## src/rtl/mp_add_seq_if.sv

```systemverilog
//------------------------------------------------------------------------------
// Module      : mp_add_seq_if
// Description : Request, operand-stream and result-stream signals of the
//               multi-word sequential adder/subtractor.
// Revision    : 1.0 - initial release
//------------------------------------------------------------------------------
`default_nettype none

interface mp_add_seq_if #(
    parameter int BITS = 32,
    parameter int LENW = 8
);
    logic            start;
    logic            sub;
    logic [LENW-1:0] len;
    logic            op_valid;
    logic            op_ready;
    logic [BITS-1:0] a_in;
    logic [BITS-1:0] b_in;
    logic            res_valid;
    logic            res_ready;
    logic [BITS-1:0] s_out;
    logic            res_last;
    logic            c_out;
    logic            busy;
    logic            done;

    // Requester / operand source / result consumer side
    modport master (
        output start, sub, len, op_valid, a_in, b_in, res_ready,
        input  op_ready, res_valid, s_out, res_last, c_out, busy, done
    );

    // Arithmetic block side
    modport slave (
        input  start, sub, len, op_valid, a_in, b_in, res_ready,
        output op_ready, res_valid, s_out, res_last, c_out, busy, done
    );
endinterface

`default_nettype wire

```

## src/rtl/mp_add_seq.sv

```systemverilog
//------------------------------------------------------------------------------
// Module      : mp_add_seq
// Description : Multi-word add/subtract. Operand words arrive least
//               significant first and stream through a single shared
//               ripple-carry adder; the carry is kept in a register between
//               words. One registered result word is produced per operand.
// Revision    : 1.0 - initial release
//------------------------------------------------------------------------------
`default_nettype none

module mp_add_seq #(
    parameter int BITS = 32,
    parameter int LENW = 8
) (
    input  wire logic     clk,
    input  wire logic     rst_n,
    mp_add_seq_if.slave   bus
);

    typedef enum logic [1:0] {
        IDLE  = 2'd0,
        RUN   = 2'd1,
        DRAIN = 2'd2
    } state_t;

    state_t          r_state;
    logic            r_sub;
    logic [LENW-1:0] r_cnt;
    logic            r_carry;
    logic [BITS-1:0] r_s_out;
    logic            r_res_valid;
    logic            r_res_last;
    logic            r_c_out;
    logic            r_done;

    logic [BITS-1:0] w_b_opd;
    logic [BITS-1:0] w_sum;
    logic [BITS:0]   w_c;
    logic            w_op_ready;
    logic            w_op_hs;
    logic            w_res_hs;

    // Subtraction is A + ~B + 1: the +1 enters as the word-0 carry, which
    // the carry register was loaded with when the operation started.
    assign w_b_opd = r_sub ? ~bus.b_in : bus.b_in;
    assign w_c[0]  = r_carry;

    // Shared ripple-carry adder, one full-adder cell per bit.
    for (genvar gi = 0; gi < BITS; gi++) begin : g_rca
        assign w_sum[gi]  = bus.a_in[gi] ^ w_b_opd[gi] ^ w_c[gi];
        assign w_c[gi+1]  = (bus.a_in[gi] & w_b_opd[gi]) |
                            (bus.a_in[gi] & w_c[gi])     |
                            (w_b_opd[gi]  & w_c[gi]);
    end

    // An operand may be taken only when the result slot is free or
    // being emptied this cycle, so a stalled result is never overwritten.
    assign w_op_ready = (r_state == RUN) && (!r_res_valid || bus.res_ready);
    assign w_op_hs    = bus.op_valid && w_op_ready;
    assign w_res_hs   = r_res_valid && bus.res_ready;

    // Control FSM together with the result and carry registers.
    always_ff @(posedge clk or negedge rst_n) begin
        if (!rst_n) begin
            r_state     <= IDLE;
            r_sub       <= 1'b0;
            r_cnt       <= '0;
            r_carry     <= 1'b0;
            r_s_out     <= '0;
            r_res_valid <= 1'b0;
            r_res_last  <= 1'b0;
            r_c_out     <= 1'b0;
            r_done      <= 1'b0;
        end else begin
            r_done <= 1'b0;
            case (r_state)
                IDLE: begin
                    if (bus.start && (bus.len != '0)) begin
                        r_sub   <= bus.sub;
                        r_cnt   <= bus.len;
                        r_carry <= bus.sub;
                        r_state <= RUN;
                    end
                end
                RUN: begin
                    if (w_op_hs) begin
                        r_s_out     <= w_sum;
                        r_carry     <= w_c[BITS];
                        r_res_valid <= 1'b1;
                        r_cnt       <= r_cnt - LENW'(1);
                        if (r_cnt == LENW'(1)) begin
                            r_res_last <= 1'b1;
                            r_c_out    <= w_c[BITS];
                            r_state    <= DRAIN;
                        end else begin
                            r_res_last <= 1'b0;
                            r_c_out    <= 1'b0;
                        end
                    end else if (w_res_hs) begin
                        r_res_valid <= 1'b0;
                    end
                end
                DRAIN: begin
                    // The only word left in flight is the final one.
                    if (w_res_hs) begin
                        r_res_valid <= 1'b0;
                        r_res_last  <= 1'b0;
                        r_c_out     <= 1'b0;
                        r_done      <= 1'b1;
                        r_state     <= IDLE;
                    end
                end
                default: begin
                    r_state <= IDLE;
                end
            endcase
        end
    end

    assign bus.op_ready  = w_op_ready;
    assign bus.res_valid = r_res_valid;
    assign bus.s_out     = r_s_out;
    assign bus.res_last  = r_res_last;
    assign bus.c_out     = r_c_out;
    assign bus.busy      = (r_state != IDLE);
    assign bus.done      = r_done;

endmodule

`default_nettype wire

```

## src/flat_wrapper.sv

```systemverilog
// flat-port wrapper written by rule: the top's interface ports become plain ports
module mp_add_seq_flat 
#(
    parameter int BITS = 32,
    parameter int LENW = 8
)
  (clk, rst_n, bus_start, bus_sub, bus_len, bus_op_valid, bus_a_in, bus_b_in, bus_res_ready, bus_op_ready, bus_res_valid, bus_s_out, bus_res_last, bus_c_out, bus_busy, bus_done);
  mp_add_seq_if #(.BITS(BITS), .LENW(LENW)) bus_i ();
  input  wire logic clk;
  input  wire logic rst_n;
  input wire logic [$bits(bus_i.start)-1:0] bus_start;
  input wire logic [$bits(bus_i.sub)-1:0] bus_sub;
  input wire logic [$bits(bus_i.len)-1:0] bus_len;
  input wire logic [$bits(bus_i.op_valid)-1:0] bus_op_valid;
  input wire logic [$bits(bus_i.a_in)-1:0] bus_a_in;
  input wire logic [$bits(bus_i.b_in)-1:0] bus_b_in;
  input wire logic [$bits(bus_i.res_ready)-1:0] bus_res_ready;
  output wire logic [$bits(bus_i.op_ready)-1:0] bus_op_ready;
  output wire logic [$bits(bus_i.res_valid)-1:0] bus_res_valid;
  output wire logic [$bits(bus_i.s_out)-1:0] bus_s_out;
  output wire logic [$bits(bus_i.res_last)-1:0] bus_res_last;
  output wire logic [$bits(bus_i.c_out)-1:0] bus_c_out;
  output wire logic [$bits(bus_i.busy)-1:0] bus_busy;
  output wire logic [$bits(bus_i.done)-1:0] bus_done;
  assign bus_i.start = bus_start;
  assign bus_i.sub = bus_sub;
  assign bus_i.len = bus_len;
  assign bus_i.op_valid = bus_op_valid;
  assign bus_i.a_in = bus_a_in;
  assign bus_i.b_in = bus_b_in;
  assign bus_i.res_ready = bus_res_ready;
  assign bus_op_ready = bus_i.op_ready;
  assign bus_res_valid = bus_i.res_valid;
  assign bus_s_out = bus_i.s_out;
  assign bus_res_last = bus_i.res_last;
  assign bus_c_out = bus_i.c_out;
  assign bus_busy = bus_i.busy;
  assign bus_done = bus_i.done;
  mp_add_seq #(.BITS(BITS), .LENW(LENW)) u_core (.clk(clk), .rst_n(rst_n), .bus(bus_i));
endmodule
```

## config.mk

```make
export PLATFORM = sky130hd
export DESIGN_NAME = mp_add_seq_flat
export DESIGN_NICKNAME = d
export VERILOG_FILES = /design/src/rtl/mp_add_seq_if.sv /design/src/rtl/mp_add_seq.sv /design/src/flat_wrapper.sv
export SDC_FILE = /design/constraint.sdc
export NUM_CORES = 1
export LEC_CHECK = 0
export BUFFER_PORTS_ARGS = -buffer_cell sky130_fd_sc_hd__buf_2
export CORE_ASPECT_RATIO = 0.75
export CORE_MARGIN = 3
export CORE_UTILIZATION = 47
export CTS_BUF_LIST = sky130_fd_sc_hd__clkbuf_4 sky130_fd_sc_hd__clkbuf_8
export DETAILED_ROUTE_END_ITERATION = 10
export GPL_ROUTABILITY_DRIVEN = 1
export PLACE_DENSITY = 0.79
export SLEW_MARGIN = 20
export SYNTH_ARGS = -nofsm -noshare
export SYNTH_HDL_FRONTEND = slang
export SYNTH_SLANG_ARGS = --single-unit
```

## constraint.sdc

```tcl
create_clock -name clk -period 12.45 [get_ports clk]
set_input_delay 0.6225 -clock clk [delete_from_list [all_inputs] [get_ports clk]]
set_output_delay 0.6225 -clock clk [all_outputs]
set_load 0.02 [all_outputs]
```

==> flow_summary.ini <==
[outcome]
status = completed

[grt]
track_usage_pct = 19.7
grt_pass1_wl_mm = 12.4
grt_pass1_vias = 2580
grt_antenna_before_repair = 0
grt.overflow.total = 0
grt_max_degree = 64

[timing]
tightestPinTransition_ns = 1.08
fin_crit_ns = 12.32
final_max_slew_viol_count = 0
post-route-period-util_pct = 99.0
rsz0062_at_grt = yes
final.setup.tns_ns = 0
fmax_ghz = 0.0811
hold_viol = 0
fin_skew_ns = 0.00986
slew_headroom_pct = 27.8
fin_ws_ns = 0.126
setup_viol = 0

[clocking]
clock_sinks = 48
numCtsBuffers = 5
cts.htree.levels = 2
cts-root-buf = clkbuf_8
cts_buffer_depth = 2
clock_latency_ns = 0.30
cts_tree = built
clkSlewWorstSetupHoldPaths_ns = 0.09
post_cts_buffers = 0
cts.hold.buffers_added = 0

[synthesis]
synth_nets = 425
async_reset_ff_share_pct = 100
ys_seq_elements = 48
synth.distinct_cells = 43
synth_edf_count = 0
syn_area_mm2 = 0.00326
synth_ff_type = dfrtp_1
seq_area_frac_synth_pct = 36.9
synth_cells = 310
yosys_warnings = 0
postSynthAreaPerCell_um2 = 10.5

[floorplan]
io_pins = 116
rows = 25
die_h_um = 78.1
design.die.area_mm2 = 0.00798
start_util_pct = 50.1
fp.coreArea_mm2 = 0.00651
die_w_um = 102

[setup_path]
crit_slowest_cell = dfrtp_2
endpoint_kind = register
critPathMaxStageDelay_ns = 0.43
critical_path_class = register to register
reg2regPathDepth = 36
startpoint_type = register
worst_ep_required_time_ns = 12.64
arrival_ns = 12.51
crit_top_cell = fa_2
cp_max_fo = 2

[flow_run]
cap_violations = 0

[power]
p_switching_mw = 0.452
pwr-share-seq_pct = 27.5
power_density_mw_per_mm2 = 244
netSwitchingFraction_pct = 45.2
p_clk_share_pct = 11.2
power.internal_mw = 0.548
p_comb_share_pct = 61.3
power.leakage_nw = 1.96
p_total_mw = 1.00
ir_drop_mv = 0.112

[final_layout]
utilization_pct = 63.1
diodes = 0
syn_to_final_growth_pct = 26.0
fin_nets = 535
final_cell_mix = buf_2, dfrtp_1, inv_1, nand2_1, o21ai_0
drive_gt1_share_pct = 39.7
instances_no_fill = 502
final_common_cell = buf_2

[placement]
dp_slack_ns = -0.598
placed_cells = 494
place_congestion = 0.856
port_buffers = 115
dp_hpwl_mm = 6.12

[hold_path]
holdCritPathClass = primary input to async pin

[routing]
vias = 2569
drtAntennaViolNets = 0
drcViolationCount = 0
wire_per_inst_um = 15.0
first_iter_violations = 114
wirelength_mm = 7.55
first_pass_iters = 4
vias_per_cell = 5.12
-- state kept, by name, indices dropped and copies added, names as in the netlist --
register,cells
u_core.r_sub,1
u_core.r_state,2
u_core.r_cnt,8
u_core.bus.res_last,1
u_core.bus.done,1
u_core.bus.res_valid,1
u_core.r_carry,1
u_core.bus.c_out,1
u_core.bus.s_out,32
-- synthesized netlist by cell type (3+ instances only) --
cell type	n	area (µm²)
o21ai_0	35	175
mux2_1	3	33.8
dfrtp_1	48	1200
ha_1	5	62.6
xnor2_1	30	263
nand2b_1	7	43.8
buf_1	3	11.3
inv_1	39	146
a211o_1	3	26.3
nand3b_1	3	22.5
o41ai_1	3	26.3
fa_1	32	641
mux2_2	5	56.3
a2bb2oi_1	3	26.3
nand3_1	3	15.0
or4_1	4	30.0
nor4_1	3	18.8
nor2_1	3	11.3
nand2_1	36	135
clkbuf_1	11	41.3
-- critical path, delay by kind of cell (launching register included) --
| family | cells | cell delay (ns) |
|---|---|---|
| buffers and inverters | 2 | 0.12 |
| adders and majority gates | 32 | 11.21 |
| muxes | 1 | 0.27 |
| xor gates and xnor gates | 1 | 0.17 |
| DFF | 1 | 0.43 |
-- metrics by stage --
step                      area (µm²)  hold WS, ns
after floorplan                 3310        0.327
after detailed placement        3960        0.466
after CTS                       4090        0.486
after global placement          3960        0.457
after global routing            4110        0.361
final                           4110        0.322
-- repair_timing --
item,in CTS,in global routing
pin swaps,1,1
gates resized for setup,8,2
cloned,0,0
setup endpoints to repair,3,3
-- power groups by stage --
stage                     registers, mW  clock network, mW  logic, mW
after floorplan                   0.327                  0      0.386
after global placement            0.275                  0      0.585
after detailed placement          0.276                  0      0.613
after CTS                         0.274              0.115      0.620
after global routing              0.285              0.121      0.699
final                             0.275              0.112      0.613
-- metal layers --
metal  up-vias  track usage (%)  wire, µm
li1       1242                -         -
met1      1242             27.3      3360
met2        78             32.3      3700
met3         7             3.37       399
met4         0             4.85        91
met5         -                0         0
-- kinds of logic after synthesis --
| kind of cell | Yosys count | share of synthesized area (%) |
|---|---|---|
| flops | 48 | 36.9 |
| simple gates | 72 | 11.4 |
| buf+inv | 53 | 6.11 |
| fa+ha+maj | 37 | 21.6 |
| xor+xnor | 32 | 8.60 |
| mux | 10 | 3.38 |
| compound gates | 58 | 12.1 |
-- path summary, 6_finish.rpt --
kind	start	to	slack, ns
max	u_core.r_sub$_DFFE_PN0P_	u_core.bus.s_out[31]$_DFFE_PN0P_	0.13
min	rst_n	u_core.r_cnt[4]$_DFFE_PN0P_	0.32
max reg2reg	u_core.r_sub$_DFFE_PN0P_	u_core.bus.s_out[31]$_DFFE_PN0P_	0.13
min reg2reg	u_core.bus.s_out[27]$_DFFE_PN0P_	u_core.bus.s_out[27]$_DFFE_PN0P_	0.48
max in group asynchronous	rst_n	u_core.r_sub$_DFFE_PN0P_	11.68
min in group clk	u_core.bus.s_out[27]$_DFFE_PN0P_	u_core.bus.s_out[27]$_DFFE_PN0P_	0.48
-- layout make-up --
type                            instances  area, µm²
Inverter                               39        146
Clock buffer                            6       76.3
Timing Repair Buffer                  117        593
Fill cell                             547       2400
Sequential cell                        48       1200
Clock inverter                          2       35.0
Tap cell                               81        101
Multi-Input combinational cell        209       1950
No activity file was read; power rests on OpenSTA's default activity.
